==> src/rtl/sram_access_ctrl.sv <==
// Load/store initiator for the single-port data Sram: big-endian byte lanes,
// sign/zero-extended loads, read-modify-write for byte and halfword stores.
module sram_access_ctrl #(
    parameter int D_WIDTH  = 32,
    parameter int SA_WIDTH = 8
) (
    input  logic                  Clk,
    input  logic                  Rst,
    input  logic                  Req_Valid,
    output logic                  Req_Ready,
    input  logic                  Req_Write,
    input  logic [1:0]            Req_Size,
    input  logic                  Req_Signed,
    input  logic [SA_WIDTH+1:0]   Req_Addr,
    input  logic [D_WIDTH-1:0]    Req_Wdata,
    output logic                  Rsp_Valid,
    output logic                  Rsp_Err,
    output logic [D_WIDTH-1:0]    Rsp_Rdata,
    output logic                  Mem_En,
    output logic                  Mem_RW,
    output logic [SA_WIDTH-1:0]   Mem_Addr,
    output logic [D_WIDTH-1:0]    Mem_Din,
    input  logic [D_WIDTH-1:0]    Mem_Dout
);

    typedef enum logic [2:0] {S_IDLE, S_READ, S_WAIT, S_WRITE, S_RESP} state_t;

    state_t                state_q, state_d;
    logic                  wr_q;
    logic [1:0]            size_q;
    logic                  sgn_q;
    logic [1:0]            off_q;
    logic [SA_WIDTH-1:0]   addr_q;
    logic [15:0]           wdata_q;
    logic [D_WIDTH-1:0]    din_q;
    logic [D_WIDTH-1:0]    rdata_q;
    logic                  err_q;

    logic                  accept;
    logic                  req_err;
    logic                  req_wstore;
    logic [7:0]            byte_sel;
    logic [15:0]           half_sel;
    logic [D_WIDTH-1:0]    load_val;
    logic [D_WIDTH-1:0]    merged;

    assign accept      = Req_Valid && (state_q == S_IDLE);
    assign req_wstore  = Req_Write && (Req_Size == 2'b10);

    always_comb begin
        req_err = 1'b0;
        case (Req_Size)
            2'b01:   req_err = Req_Addr[0];
            2'b10:   req_err = (Req_Addr[1:0] != 2'b00);
            2'b11:   req_err = 1'b1;
            default: req_err = 1'b0;
        endcase
    end

    // Big-endian: offset 0 is the most significant byte/half of the word.
    always_comb begin
        byte_sel = '0;
        case (off_q)
            2'd0:    byte_sel = Mem_Dout[31:24];
            2'd1:    byte_sel = Mem_Dout[23:16];
            2'd2:    byte_sel = Mem_Dout[15:8];
            default: byte_sel = Mem_Dout[7:0];
        endcase
        half_sel = off_q[1] ? Mem_Dout[15:0] : Mem_Dout[31:16];

        load_val = Mem_Dout;
        merged   = Mem_Dout;
        case (size_q)
            2'b00: begin
                load_val = {{24{sgn_q & byte_sel[7]}}, byte_sel};
                case (off_q)
                    2'd0:    merged[31:24] = wdata_q[7:0];
                    2'd1:    merged[23:16] = wdata_q[7:0];
                    2'd2:    merged[15:8]  = wdata_q[7:0];
                    default: merged[7:0]   = wdata_q[7:0];
                endcase
            end
            2'b01: begin
                load_val = {{16{sgn_q & half_sel[15]}}, half_sel};
                if (off_q[1]) merged[15:0]  = wdata_q;
                else          merged[31:16] = wdata_q;
            end
            default: ;
        endcase
    end

    always_comb begin
        state_d = state_q;
        case (state_q)
            S_IDLE: begin
                if (Req_Valid) begin
                    if (req_err)         state_d = S_RESP;
                    else if (req_wstore) state_d = S_WRITE;
                    else                 state_d = S_READ;
                end
            end
            S_READ:  state_d = S_WAIT;
            S_WAIT:  state_d = wr_q ? S_WRITE : S_RESP;
            S_WRITE: state_d = S_RESP;
            S_RESP:  state_d = S_IDLE;
            default: state_d = S_IDLE;
        endcase
    end

    always_ff @(posedge Clk or negedge Rst) begin
        if (!Rst) state_q <= S_IDLE;
        else      state_q <= state_d;
    end

    always_ff @(posedge Clk or negedge Rst) begin
        if (!Rst) begin
            wr_q    <= 1'b0;
            size_q  <= '0;
            sgn_q   <= 1'b0;
            off_q   <= '0;
            addr_q  <= '0;
            wdata_q <= '0;
            din_q   <= '0;
            rdata_q <= '0;
            err_q   <= 1'b0;
        end else if (accept) begin
            wr_q    <= Req_Write;
            size_q  <= Req_Size;
            sgn_q   <= Req_Signed;
            off_q   <= Req_Addr[1:0];
            addr_q  <= Req_Addr[SA_WIDTH+1:2];
            wdata_q <= Req_Wdata[15:0];
            err_q   <= req_err;
            if (req_err)                rdata_q <= '0;
            else if (req_wstore)        din_q   <= Req_Wdata;
        end else if (state_q == S_WAIT) begin
            if (wr_q) din_q   <= merged;
            else      rdata_q <= load_val;
        end
    end

    assign Req_Ready = (state_q == S_IDLE);
    assign Rsp_Valid = (state_q == S_RESP);
    assign Rsp_Err   = (state_q == S_RESP) && err_q;
    assign Rsp_Rdata = rdata_q;
    assign Mem_En    = (state_q == S_READ) || (state_q == S_WRITE);
    assign Mem_RW    = (state_q == S_WRITE);
    assign Mem_Addr  = addr_q;
    assign Mem_Din   = din_q;

endmodule

==> config.mk <==
export PLATFORM = sky130hd
export DESIGN_NAME = sram_access_ctrl
export DESIGN_NICKNAME = d
export VERILOG_FILES = /design/src/rtl/sram_access_ctrl.sv
export SDC_FILE = /design/constraint.sdc
export NUM_CORES = 1
export LEC_CHECK = 0
export ABC_AREA = 1
export CORE_MARGIN = 1
export CORE_UTILIZATION = 40
export CTS_CLUSTER_SIZE = 10
export DETAILED_ROUTE_END_ITERATION = 8
export DONT_BUFFER_PORTS = 1
export GPL_TIMING_DRIVEN = 1
export PLACE_DENSITY = 0.51
export SYNTH_ARGS = -nofsm -noshare
export SYNTH_HDL_FRONTEND = slang
export SYNTH_SLANG_ARGS = --single-unit
==> constraint.sdc <==
create_clock -name Clk -period 2.2 [get_ports Clk]
set_input_delay 0.33 -clock Clk [delete_from_list [all_inputs] [get_ports Clk]]
set_output_delay 0.33 -clock Clk [all_outputs]
set_load 0.02 [all_outputs]
==> flow_results.xml <==
<?xml version="1.0" encoding="UTF-8"?>
<metrics>
  <group name="global_route">
    <metric name="grt_antenna_before_repair" unit="">0</metric>
    <metric name="grt_util_all_layers" unit="%">25.5</metric>
    <metric name="grt_start_max_net_pins" unit="">99</metric>
    <metric name="number_of_global_route_vias_before_repair" unit="">5166</metric>
    <metric name="overflow" unit="">0</metric>
    <metric name="grt_pass1_wl" unit="µm">27800</metric>
  </group>
  <group name="placement">
    <metric name="place.port_buffers" unit="">0</metric>
    <metric name="final_weighted_congestion_of_routability_driven_global_placement" unit="">0.908</metric>
    <metric name="pre_cts_slack" unit="ns">0.397</metric>
    <metric name="hpwl_after_dpl" unit="µm">13000</metric>
  </group>
  <group name="drt">
    <metric name="routed.top_layer" unit="">met4</metric>
    <metric name="routedWlPerCell" unit="µm">17.6</metric>
    <metric name="num_vias" unit="">5189</metric>
    <metric name="detailroute.wirelength.met3" unit="µm">1200</metric>
    <metric name="viasPerCell" unit="">5.23</metric>
    <metric name="detail-route-antenna-nets" unit="">0</metric>
    <metric name="first_iter_violations" unit="">396</metric>
    <metric name="detail_route.first_pass.iterations" unit="">5</metric>
    <metric name="routed_wirelength" unit="µm">17500</metric>
    <metric name="met1Wirelength" unit="µm">7870</metric>
    <metric name="drc" unit="">0</metric>
    <metric name="total_length_of_routed_met2_wires" unit="µm">8060</metric>
  </group>
  <group name="status">
    <metric name="run_status" unit="">finished, violations left</metric>
    <metric name="violations" unit="">negative hold slack</metric>
  </group>
  <group name="logic_synthesis">
    <metric name="register_area_share_after_synthesis" unit="%">44.2</metric>
    <metric name="synth_enable_flop_cells" unit="">0</metric>
    <metric name="postSynthRegisterBits" unit="">98</metric>
    <metric name="synth_flop_cell" unit="">dfrtp_1</metric>
    <metric name="yosys_warnings" unit="">0</metric>
    <metric name="syn_nets" unit="">905</metric>
    <metric name="post_synth_num_cell_types" unit="">29</metric>
    <metric name="synth.area.top_cells" unit="">dfrtp_1 (44%), nand2_1 (31%), nand3_1 (4.8%), o21ai_0 (3.7%), inv_1 (3.4%)</metric>
    <metric name="async_flop_share" unit="%">100</metric>
    <metric name="netlist.top_cell.by_area" unit="">dfrtp_1</metric>
    <metric name="synth_top_area_share" unit="%">44.2</metric>
    <metric name="synthesis.area" unit="µm²">5550</metric>
    <metric name="netlist_instances" unit="">824</metric>
    <metric name="syn_avg_cell_area" unit="µm²">6.73</metric>
  </group>
  <group name="critical_path">
    <metric name="critPathCaptureType" unit="">flop</metric>
    <metric name="path_type_of_the_worst_setup_path" unit="">reg2reg</metric>
    <metric name="path_max_fanout" unit="">33</metric>
    <metric name="worst_ep_arrival_time" unit="ns">2.09</metric>
    <metric name="worst-endpoint-required" unit="ns">2.49</metric>
    <metric name="critical_path.reg2reg.startpoint" unit="">state_q[1]</metric>
    <metric name="cp-start-kind" unit="">flop</metric>
    <metric name="crit_start" unit="">state_q[1]</metric>
  </group>
  <group name="die">
    <metric name="die_h" unit="µm">120</metric>
    <metric name="core_region_area" unit="µm²">13400</metric>
    <metric name="count_of_boundary_i_o_pins" unit="">158</metric>
    <metric name="die_area" unit="µm²">14300</metric>
    <metric name="die_width" unit="µm">120</metric>
    <metric name="start_util" unit="%">41.4</metric>
    <metric name="fp-row-count" unit="">42</metric>
  </group>
  <group name="clocking">
    <metric name="htree_num_levels" unit="">3</metric>
    <metric name="tritoncts.num_buffers" unit="">9</metric>
    <metric name="cts_num_sinks" unit="">98</metric>
    <metric name="clock_insertion_delay_worst_skew" unit="ns">0.36</metric>
    <metric name="cts_buffer_depth" unit="">2</metric>
    <metric name="cts-root-buf" unit="">clkbuf_16</metric>
    <metric name="cts.reportedPaths.clkPinSlew" unit="ns">0.08</metric>
    <metric name="cts_tree" unit="">done</metric>
  </group>
  <group name="timing">
    <metric name="worst_slack" unit="ns">0.396</metric>
    <metric name="finalSetupViolations" unit="">0</metric>
    <metric name="finalHoldViolations" unit="">98</metric>
    <metric name="period_needed" unit="ns">1.80</metric>
    <metric name="worst_pin_slew" unit="ns">0.649</metric>
    <metric name="setup_tns" unit="ns">0</metric>
    <metric name="hold-worst-slack" unit="ns">-0.342</metric>
    <metric name="max_slew_margin" unit="%">56.4</metric>
    <metric name="rsz0062_at_grt" unit="">no</metric>
    <metric name="finalMaxSlewViolations" unit="">0</metric>
    <metric name="timing.clock.skew" unit="ns">0.0109</metric>
    <metric name="final_worst_path_period_share" unit="%">82.0</metric>
    <metric name="fmax" unit="GHz">0.554</metric>
  </group>
  <group name="pwr">
    <metric name="leakagePower" unit="nW">3.30</metric>
    <metric name="power-per-cell-area" unit="nW/µm²">1610</metric>
    <metric name="peakVddDrop" unit="µV">730</metric>
  </group>
  <group name="layout">
    <metric name="insertedDiodeCount" unit="">0</metric>
    <metric name="layout_commonest_cell" unit="">nand2_1</metric>
    <metric name="areaGrowthSynthToFinish" unit="%">7.80</metric>
    <metric name="layout.area.seq" unit="µm²">2450</metric>
    <metric name="fin_nets" unit="">892</metric>
    <metric name="multi_input_area" unit="µm²">2690</metric>
    <metric name="final_cell_mix" unit="">nand2_1 (454), dfrtp_1 (98), nand3_1 (53), inv_1 (51), o21ai_0 (41)</metric>
    <metric name="layout-drive-gt1-share" unit="%">7.35</metric>
    <metric name="fill_cells" unit="">1470</metric>
  </group>
  <group name="hold_path">
    <metric name="min-delay-path-class" unit="">in2async</metric>
  </group>
  <group name="flow_run">
    <metric name="cap_viol_max_count" unit="">0</metric>
  </group>
</metrics>
-- logic make-up (layout without fill, tap and decap cells) --
| group | count (synthesis) | count (layout) | synth area share, % |
|---|---|---|---|
| flip-flops | 98 | 98 | 44.2 |
| AND/OR/NAND/NOR | 557 | 557 | 41.4 |
| buffers and inverters | 98 | 90 | 7.42 |
| AO/OA/AOI/OAI | 71 | 71 | 6.99 |
-- per-stage QoR --
step | cells | utilization, % | power, mW | hold WS (ns) | cell area (µm²)
CTS | 992 | 44.6 | 9.69 | -0.355 | 5980
detailed placement | 976 | 42.6 | 8.15 | 0.0366 | 5700
global route | 992 | 44.6 | 10.5 | -0.356 | 5980
floorplan | 824 | - | 6.97 | 0.0344 | 5550
finish | 992 | 44.6 | 9.62 | -0.342 | 5980
global placement | 976 | 42.6 | 8.06 | 0.0367 | 5700
-- repair_timing --
| action | 4_1_cts | 5_1_grt |
|---|---|---|
| setup endpoints to repair | 0 | 0 |
| buffers inserted | 0 | 0 |
| gates resized for setup | 0 | 0 |
| endpoints found under the hold margin | 98 | 98 |
-- cell type report --
cell class | instances | share of cell area [%]
flip-flops and latches | 98 | 41.0
well taps | 176 | 3.68
inverters | 59 | 3.70
repair buffers | 15 | 2.09
clock buffers | 9 | 3.76
multi-input cells | 628 | 44.9
clock inverters | 7 | 0.878
-- power by group --
part           switching (mW)  internal, mW  total (mW)
registers                1.21          2.55        3.76
logic                    2.99          1.35        4.35
clock network           0.736         0.775        1.51
total                    4.94          4.68        9.62
-- per-layer routing --
metal	track usage, %	vias to the layer above
met5	0	-
met4	9.61	0
met3	5.51	23
met2	40.6	169
met1	33.8	2461
li1	-	2536
-- synthesized netlist by cell type, types with 2 or more instances --
cell      count
o21a_1        2
nor3_1        2
o21ai_0      41
buf_1         3
nand4_1      13
inv_2         8
nor2_4        3
clkbuf_1     10
a21boi_0      7
dfrtp_1      98
nor2_1       13
nand3_1      53
or2_2         7
nor2_2        4
buf_2        23
nand2_1     454
nand2_2       2
buf_4         2
a21oi_1      16
o211ai_1      3
inv_1        51
nand3_4       2
-- worst paths after layout --
check	to	slack, ns	depth (start not counted)
min in group Clk	Mem_Addr[4]	0.09	2
setup reg to reg	Mem_Din[4]	0.40	9
setup / recovery	Mem_Din[4]	0.40	9
hold reg to reg	wdata_q[0]	0.51	2
max in group asynchronous	size_q[0]	2.39	0
hold / removal	Rsp_Rdata[23]	-0.34	0
-- critical path: stages (launching register included) --
cell and delay (ns):
dfrtp_1 0.44, nor2_4 0.16, nand3_4 0.10, inv_2 0.16, nand2_1 0.10, nand2_2 0.11
nor2_4 0.04, inv_2 0.39, nand2_1 0.12, nand2_1 0.09
-- registers in the layout, indices dropped and copies added, names as in the netlist --
register / count
sgn_q: 1
err_q: 1
wr_q: 1
wdata_q: 16
state_q: 3
Mem_Addr: 8
Mem_Din: 32
off_q: 2
Rsp_Rdata: 32
size_q: 2
(Power assumes the default switching activity.)
